**src/rtl/bist_pkg.sv**
```systemverilog
// bist_pkg: shared types and constants for the BIST address sequencer.
//   state_t      - sequencer states (IDLE, RUN, DONE)
//   BG_*         - data-background select encodings
//   CHECK_BASE() - alternating 1010... base word for checkerboard/stripe,
//                  returned BG_MAX_W bits wide; callers keep the low DATA_W bits.
package bist_pkg;

  typedef enum logic [1:0] {
    IDLE = 2'd0,
    RUN  = 2'd1,
    DONE = 2'd2
  } state_t;

  localparam logic [1:0] BG_ZERO   = 2'd0;
  localparam logic [1:0] BG_ONE    = 2'd1;
  localparam logic [1:0] BG_CHECK  = 2'd2;
  localparam logic [1:0] BG_STRIPE = 2'd3;

  // Widest background word the helper can build.
  localparam int BG_MAX_W = 64;

  // Bit i is set for odd i below w, i.e. the low w bits equal {w/2{2'b10}}.
  function automatic logic [BG_MAX_W-1:0] CHECK_BASE(input int w);
    logic [BG_MAX_W-1:0] r;
    r = '0;
    for (int i = 0; i < BG_MAX_W; i++) begin
      r[i] = (i < w) && ((i % 2) == 1);
    end
    return r;
  endfunction

endpackage

```
**src/rtl/bist_bg_gen.sv**
```systemverilog
// bist_bg_gen: combinational data-background word for one address.
// Only used when BIST_ADDR_GEN_DATA_EN is defined; the top registers the result.
//   addr_lsb  in   address bit 0 (only bit the patterns depend on)
//   sel       in   background select (BG_ZERO/BG_ONE/BG_CHECK/BG_STRIPE)
//   inv       in   invert the selected pattern
//   word      out  DATA_W-bit background word
module bist_bg_gen
  import bist_pkg::*;
#(
  parameter int DATA_W = 8
) (
  input  logic              addr_lsb,
  input  logic [1:0]        sel,
  input  logic              inv,
  output logic [DATA_W-1:0] word
);

  localparam logic [BG_MAX_W-1:0] BASE_FULL = CHECK_BASE(DATA_W);
  localparam logic [DATA_W-1:0]   BASE      = BASE_FULL[DATA_W-1:0];

  logic [DATA_W-1:0] pat;

  always_comb begin
    pat = '0;
    case (sel)
      BG_ZERO:   pat = '0;
      BG_ONE:    pat = '1;
      BG_CHECK:  pat = BASE ^ {DATA_W{addr_lsb}};
      BG_STRIPE: pat = BASE;
      default:   pat = '0;
    endcase
    word = pat ^ {DATA_W{inv}};
  end

endmodule

```
**src/rtl/bist_addr_gen.sv**
```systemverilog
// bist_addr_gen: BIST address sequencer. Sweeps the inclusive window
// [lo_addr, hi_addr] ascending or descending under a start/busy/done
// handshake, with per-beat stall (adv=0) and abort.
// Optional feature macro: BIST_ADDR_GEN_DATA_EN adds a registered
// data-background word aligned to each address.
//   clk, rst          clock, synchronous active-high reset
//   start             begin sweep (sampled in IDLE only)
//   dir               1 = ascending lo->hi, 0 = descending hi->lo
//   lo_addr, hi_addr  window bounds, latched at start
//   adv               advance enable, 0 holds the current beat
//   abort             end sweep without done
//   addr, addr_vld    current beat address and its valid
//   last              current beat is the final one
//   busy              sweep in progress (state != IDLE)
//   done              one-cycle completion pulse
//   cfg_err           one-cycle pulse, start rejected because lo_addr > hi_addr
//   bg_sel, bg_inv    background select/invert, latched at start (macro only)
//   data_t            background word for addr (macro only)
module bist_addr_gen
  import bist_pkg::*;
#(
  parameter int ADDR_W = 10,
  parameter int DATA_W = 8
) (
  input  logic              clk,
  input  logic              rst,
  input  logic              start,
  input  logic              dir,
  input  logic [ADDR_W-1:0] lo_addr,
  input  logic [ADDR_W-1:0] hi_addr,
  input  logic              adv,
  input  logic              abort,
  output logic [ADDR_W-1:0] addr,
  output logic              addr_vld,
  output logic              last,
  output logic              busy,
  output logic              done,
  output logic              cfg_err
`ifdef BIST_ADDR_GEN_DATA_EN
  ,
  input  logic [1:0]        bg_sel,
  input  logic              bg_inv,
  output logic [DATA_W-1:0] data_t
`endif
);

  state_t            state;
  logic              dir_q;
  logic [ADDR_W-1:0] end_q;

  logic              cfg_bad;
  logic              load;
  logic              step;
  logic [ADDR_W-1:0] start_addr;
  logic [ADDR_W-1:0] step_addr;

  assign cfg_bad    = lo_addr > hi_addr;
  assign start_addr = dir ? lo_addr : hi_addr;
  assign step_addr  = dir_q ? (addr + ADDR_W'(1)) : (addr - ADDR_W'(1));
  assign load       = (state == IDLE) && start && !cfg_bad;
  // A step is only taken when the current beat is not the last one, so the
  // address never wraps at either end of the address space.
  assign step       = (state == RUN) && !abort && adv && !last;

  always_ff @(posedge clk) begin
    if (rst) begin
      state    <= IDLE;
      dir_q    <= 1'b1;
      end_q    <= '0;
      addr     <= '0;
      addr_vld <= 1'b0;
      last     <= 1'b0;
      busy     <= 1'b0;
      done     <= 1'b0;
      cfg_err  <= 1'b0;
    end else begin
      done    <= 1'b0;
      cfg_err <= 1'b0;
      case (state)
        IDLE: begin
          if (start && cfg_bad) begin
            cfg_err <= 1'b1;
          end else if (load) begin
            dir_q    <= dir;
            end_q    <= dir ? hi_addr : lo_addr;
            addr     <= start_addr;
            addr_vld <= 1'b1;
            last     <= (lo_addr == hi_addr);
            busy     <= 1'b1;
            state    <= RUN;
          end
        end
        RUN: begin
          if (abort) begin
            addr_vld <= 1'b0;
            last     <= 1'b0;
            busy     <= 1'b0;
            state    <= IDLE;
          end else if (adv && last) begin
            addr_vld <= 1'b0;
            last     <= 1'b0;
            done     <= 1'b1;
            state    <= DONE;
          end else if (step) begin
            addr <= step_addr;
            last <= (step_addr == end_q);
          end
        end
        DONE: begin
          busy  <= 1'b0;
          state <= IDLE;
        end
        default: begin
          addr_vld <= 1'b0;
          last     <= 1'b0;
          busy     <= 1'b0;
          state    <= IDLE;
        end
      endcase
    end
  end

`ifdef BIST_ADDR_GEN_DATA_EN
  logic [1:0]        sel_q;
  logic              inv_q;
  logic              gen_lsb;
  logic [1:0]        gen_sel;
  logic              gen_inv;
  logic [DATA_W-1:0] gen_word;

  // In IDLE the word is built for the first address from the live select
  // inputs; during the sweep it is built for the next address from the
  // values latched at start, so data_t lands on the same edge as addr.
  assign gen_lsb = (state == IDLE) ? start_addr[0] : step_addr[0];
  assign gen_sel = (state == IDLE) ? bg_sel : sel_q;
  assign gen_inv = (state == IDLE) ? bg_inv : inv_q;

  bist_bg_gen #(
    .DATA_W(DATA_W)
  ) u_bg_gen (
    .addr_lsb(gen_lsb),
    .sel     (gen_sel),
    .inv     (gen_inv),
    .word    (gen_word)
  );

  always_ff @(posedge clk) begin
    if (rst) begin
      sel_q  <= BG_ZERO;
      inv_q  <= 1'b0;
      data_t <= '0;
    end else if (load) begin
      sel_q  <= bg_sel;
      inv_q  <= bg_inv;
      data_t <= gen_word;
    end else if (step) begin
      data_t <= gen_word;
    end
  end
`endif

endmodule

```
**config.mk**
```make
export PLATFORM = sky130hd
export DESIGN_NAME = bist_addr_gen
export DESIGN_NICKNAME = d
export VERILOG_FILES = /design/src/rtl/bist_pkg.sv /design/src/rtl/bist_bg_gen.sv /design/src/rtl/bist_addr_gen.sv
export SDC_FILE = /design/constraint.sdc
export NUM_CORES = 1
export LEC_CHECK = 0
export CORE_MARGIN = 2
export CORE_UTILIZATION = 50
export DETAILED_ROUTE_END_ITERATION = 12
export PLACE_DENSITY_LB_ADDON = 0.15
export SETUP_SLACK_MARGIN = 0.05
export SYNTH_ARGS = -nofsm -noshare
export SYNTH_HDL_FRONTEND = slang
export SYNTH_HIERARCHICAL = 1
export SYNTH_SLANG_ARGS = --single-unit
```
**constraint.sdc**
```tcl
create_clock -name clk -period 4.8 [get_ports clk]
set_clock_uncertainty 0.15 [all_clocks]
set_input_delay 0.48 -clock clk [delete_from_list [all_inputs] [get_ports clk]]
set_output_delay 0.48 -clock clk [all_outputs]
set_load 0.005 [all_outputs]
```
==> run_results.csv, run 1 <==
group,metric,value,unit
run_status,status,"finished, final reports clean",
power_and_ir_drop,power.leakage,1.06,nW
grt,overflow,0,
cts,cts-root-buf,"clkbuf_8",
placement,port-buffer-count,40,
drt,routed_wl,5620,um
timing,fmax,0.316,GHz
synth,syn_nets,327,
layout,fill_cells,402,
drt,drtPass1Iterations,4,
timing,rsz0062_at_grt,"false",
timing,hold_ws,338,ps
drt,detail_route.wl_per_cell,15.5,um
drt,drc,0,
floorplan,start_util,51.6,%
floorplan,io_pins,41,
drt,ant_nets,0,
synth,synth.area.top_cells,"dfxtp_1 (25%), ha_1 (10%), a21oi_1 (4.9%)",
power_and_ir_drop,peakVddDrop,0.136,mV
placement,dp_hpwl,4220,um
synth,synth.cell_area,2250,um^2
synth,yosysSeqAreaShare,24.9,%
power_and_ir_drop,power_density,307,nW/um^2
floorplan,rows,24,
timing,hold_viol,0,
critical_path,critPathLaunch,"hi_addr[7]",
critical_path,cp_max_fo,26,
layout,final_nets,357,
critical_path,r2r_start,"state[0]",
cts,htree_levels,1,
critical_path,crit_required,4840,ps
floorplan,core,4350,um^2
synth,synth_edf_count,0,
critical_path,start_kind,"primary input",
synth,synthFlopType,"dfxtp_1",
cts,cts_setup_buffers,0,
cts,numCtsBuffers,3,
floorplan,die_h,71.0,um
synth,async_flop_share,0,%
drt,vias_per_cell,6.01,
timing,setup_viol,0,
timing,slew_viol_final,0,
synth,syn-mean-instance-area,7.97,um^2
grt,grt_max_degree,32,
critical_path,cp-end-kind,"flop",
synth,synth_cells,282,
timing,worst_slew_pin_slew,1080,ps
synth,yosysUniqueCellTypes,54,
layout,drive_gt1_share,5.79,%
cts,max-clock-path-buffers,2,
synth,synthTopCellsByCount,"dfxtp_1 (28), nor2_1 (28), nand2_1 (23), a21oi_1 (22), ha_1 (18)",
cts,clk_pin_slew,100,ps
cts,clk_latency,280,ps
layout,antenna_cells,0,
grt,grt_antenna_before_repair,0,
synth,synth-seq-cells,28,
critical_path,crit_arrival,3200,ps
timing,min_period,3160,ps
cts,cts_tree,"yes",
synth,synth_top_area_cell,"dfxtp_1",
hold_path,worstHoldStart,"busy",
cts,cts.sinks,28,
cts,cts_hold_buffers,0,
drt,via_count,2182,
cts,cts.repair.resized,0,
placement,gp_congestion,0.880,
timing,min_period_over_period,65.9,%
synth,yosysTopAreaCellShare,24.9,%
critical_path,crit_type,"in -> reg",
layout,syn2layout_area_growth,19.7,%
synth,ys_warn_count,6,
timing,setup_tns,0,ps
floorplan,die-area,5050,um^2
power_and_ir_drop,power,0.000826,W
timing,slew_headroom,27.8,%
grt,track_usage,23.2,%
hold_path,hold_class,"reg -> reg",
grt,grt_pass1_vias,1979,
grt,grt_pass1_wl,9400,um
floorplan,die_width,71.0,um
drt,first_iter_violations,201,
job,max_cap_viol_count,0,
==> cell type report <==
cell class / instances / area, um^2 / share of cell area, %
Multi-Input combinational cell: 223 / 1540 / 57.3
Sequential cell: 28 / 561 / 20.8
Timing Repair Buffer: 42 / 415 / 15.4
Tap cell: 52 / 65.1 / 2.42
Clock buffer: 4 / 55.1 / 2.05
Inverter: 14 / 52.6 / 1.95
==> critical path, cell delays in order <==
cell,delay (ps)
clkdlybuf4s50_1,470
inv_1,50
ha_1,310
nand4_1,150
nor3_1,390
nor2_1,90
o21ai_1,210
or2_1,350
buf_4,330
nor3_1,80
a311oi_1,260
==> sequential cells by signal, indices dropped and copies added, names as in the netlist <==
| register | flops |
|---|---|
| cfg_err | 1 |
| state | 2 |
| end_q | 10 |
| busy | 1 |
| done | 1 |
| last | 1 |
| addr_vld | 1 |
| dir_q | 1 |
| addr | 10 |
==> worst paths after layout <==
| path | slack (ps) | cells past startpoint | end |
|---|---|---|---|
| min reg2reg | 340 | 2 | busy |
| max | 1640 | 11 | addr[4] |
| min | 340 | 2 | busy |
| max reg2reg | 2020 | 4 | addr[2] |
==> kinds of logic (layout without fill, tap and decap cells) <==
kind of cell	Yosys count	in the layout	synth area share [%]
simple gates	90	90	19.5
buf+inv	31	60	6.51
flops	28	28	24.9
compound gates	85	85	25.9
xor+xnor	18	18	7.35
fa+ha+maj	19	19	10.9
mux	11	11	4.90
==> report_power, final <==
part	leakage, nW	internal (W)	switching, W
registers	0.231	0.000264	0.0000284
clock network	0.0288	0.0000737	0.0000802
logic	0.797	0.000174	0.000206
total	1.06	0.000512	0.000315
==> routing by layer <==
layer	share of wire (%)	routed length, um	vias up	global-route usage, %
li1	-	-	1088	-
met1	47	2660	1010	33.0
met2	46	2570	75	36.2
met3	5.3	299	9	3.13
met4	1.8	101	0	7.55
met5	0	0	-	0
==> metrics by stage <==
step,worst slack (ps),instances,area (um^2),utilization (%)
4_1_cts,1670,363,2690,61.8
3_5_place_dp,1390,359,2630,60.5
3_3_place_gp,1520,359,2630,60.5
5_1_grt,1430,363,2690,61.8
2_1_floorplan,2420,282,2250,-
6_report,1640,363,2690,61.8
==> placed cells by master (no fill, tap or decap), types with 4 or more instances in the layout <==
master           instances
a211oi_1                13
clkdlybuf4s50_1         40
a21oi_1                 22
dfxtp_1                 28
mux2i_1                 11
xor2_1                   5
nor3_1                   6
inv_1                   14
o21ai_1                  4
ha_1                    18
o21ai_0                 15
clkbuf_8                 4
nand2_1                 23
nor2_1                  28
nand4_1                  4
nand3_1                 10
xnor2_1                 12
No activity file was read; power rests on OpenSTA's default activity.
==> run 2: changes to the inputs <==
==> constraint.sdc (replaced) <==
create_clock -name clk -period 3.05 [get_ports clk]
set_clock_uncertainty 0.15 [all_clocks]
set_input_delay 0.305 -clock clk [delete_from_list [all_inputs] [get_ports clk]]
set_output_delay 0.305 -clock clk [all_outputs]
set_load 0.005 [all_outputs]
==> run 2 against run 1 <==
Compared with the run above: utilization is 1.5 points higher; first-iteration DRC count is 35% lower; sequential cell count stayed put; clock-buffer cell count is 1 lower; final cell count is 1.4% higher; register-to-register slack worse by 1700 ps; largest power group unchanged.
==> run_results.csv, run 2 (synthesized netlist as in run 1, its figures left out) <==
group,metric,value,unit
run_status,status,"finished, final reports clean",
placement,dp_hpwl,4380,um
cts,clk_pin_slew,110,ps
floorplan,rows,24,
drt,drtPass1Iterations,4,
cts,max-clock-path-buffers,2,
power_and_ir_drop,power.leakage,1.09,nW
placement,gp_congestion,0.895,
layout,syn2layout_area_growth,22.6,%
floorplan,die_h,71.0,um
floorplan,start_util,51.6,%
hold_path,hold_class,"reg -> reg",
timing,setup_tns,0,ps
cts,cts.repair.resized,0,
floorplan,core,4350,um^2
cts,cts_tree,"yes",
drt,drc,0,
grt,grt_pass1_wl,9480,um
grt,track_usage,23.1,%
cts,htree_levels,1,
timing,slew_viol_final,0,
drt,ant_nets,0,
floorplan,die_width,71.0,um
grt,grt_max_degree,32,
critical_path,critPathLaunch,"addr[0]",
layout,top_regs,"addr x10, end_q x10, state x2",
critical_path,cp_max_fo,5,
critical_path,r2r_start,"addr[0]",
critical_path,crit_required,3140,ps
floorplan,io_pins,41,
timing,slew_headroom,26.6,%
timing,fmax,0.371,GHz
layout,drive_gt1_share,7.28,%
placement,port-buffer-count,40,
grt,grt_pass1_vias,1931,
grt,met1_usage,34.8,%
drt,first_iter_violations,130,
layout,stdcell_count,368,
critical_path,cp-end-kind,"flop",
power_and_ir_drop,peakVddDrop,0.242,mV
grt,grt_antenna_before_repair,0,
placement,place_ws,211,ps
cts,cts_hold_buffers,0,
power_and_ir_drop,power_density,500,nW/um^2
layout,final_common_cell,"clkdlybuf4s50_1",
grt,grt-busiest-layer,"met2",
hold_path,worstHoldStart,"busy",
layout,fill_cells,382,
critical_path,r2r_slack,350,ps
grt,gr-usage-met3,2.28,%
timing,setup_viol,0,
grt,met2_usage,35.4,%
cts,cts.sinks,28,
placement,placed_area,2680,um^2
drt,routed_wl,5610,um
critical_path,start_kind,"flop",
layout,finalInstanceArea,2760,um^2
cts,numCtsBuffers,3,
timing,rsz0062_at_grt,"false",
grt,overflow,0,
timing,hold_viol,0,
critical_path,crit_type,"reg -> reg",
timing,setup_ws,351,ps
drt,detail_route.wl_per_cell,15.2,um
layout,final_nets,362,
cts,clk_latency,290,ps
cts,cts_setup_buffers,0,
timing,min_period,2700,ps
timing,worst_slew_pin_slew,1100,ps
layout,antenna_cells,0,
critical_path,crit_arrival,2790,ps
drt,via_count,2144,
layout,final_cell_mix,"clkdlybuf4s50_1 (40), nor2_1 (28), dfxtp_1 (28)",
floorplan,die-area,5050,um^2
placement,dp_cells,364,
drt,vias_per_cell,5.83,
cts,cts-root-buf,"clkbuf_8",
timing,min_period_over_period,88.5,%
job,max_cap_viol_count,0,
[run 2: changes by cell type in the layout (fill, tap and decap cells not counted), sizes merged]
cell,previous run,this run
clkbuf,4,3
buf,2,7
bufinv,0,1
[run 2: routing by layer]
layer	share of wire, %	routed length, um
met2	45	2500
met5	0	0
met3	3.7	208
met1	50	2820
met4	1.4	80
[run 2: worst max-delay path, cell delays in order (launching register included)]
cell and delay (ps):
dfxtp_1 480, inv_1 120, fa_1 540, xnor2_1 180, a311oi_2 240, nand3_1 120, a2111oi_2 280, o2111ai_1 200
nor4_2 210, o31a_1 140
[run 2: path summary, 6_finish.rpt]
kind,to,cells after the start
setup / recovery,last,9
hold / removal,busy,2
setup reg to reg,last,9
hold reg to reg,busy,2
[run 2: per-stage QoR]
step / utilization, % / power, W / hold WS, ps
6_report: 63.3 / 0.00138 / 332
5_1_grt: 63.3 / 0.00146 / 344
4_1_cts: 63.3 / 0.00138 / 335
3_5_place_dp: 61.6 / 0.00107 / 320
3_3_place_gp: 61.6 / 0.00107 / 311
2_1_floorplan: - / 0.000888 / 234
[run 2: report_power, final]
| part | internal, W | total, W | switching, W |
|---|---|---|---|
| Clock | 0.000176 | 0.000305 | 0.000129 |
| Sequential | 0.000415 | 0.000462 | 0.0000472 |
| Combinational | 0.000289 | 0.000610 | 0.000322 |
[run 2: area by class of cell]
type / count / area [um^2] / area share [%]
Timing Repair Buffer: 47 / 465 / 16.9
Sequential cell: 28 / 561 / 20.3
Clock inverter: 1 / 30.0 / 1.09
Clock buffer: 3 / 41.3 / 1.50
Tap cell: 52 / 65.1 / 2.36
Multi-Input combinational cell: 223 / 1540 / 55.9
Inverter: 14 / 52.6 / 1.91
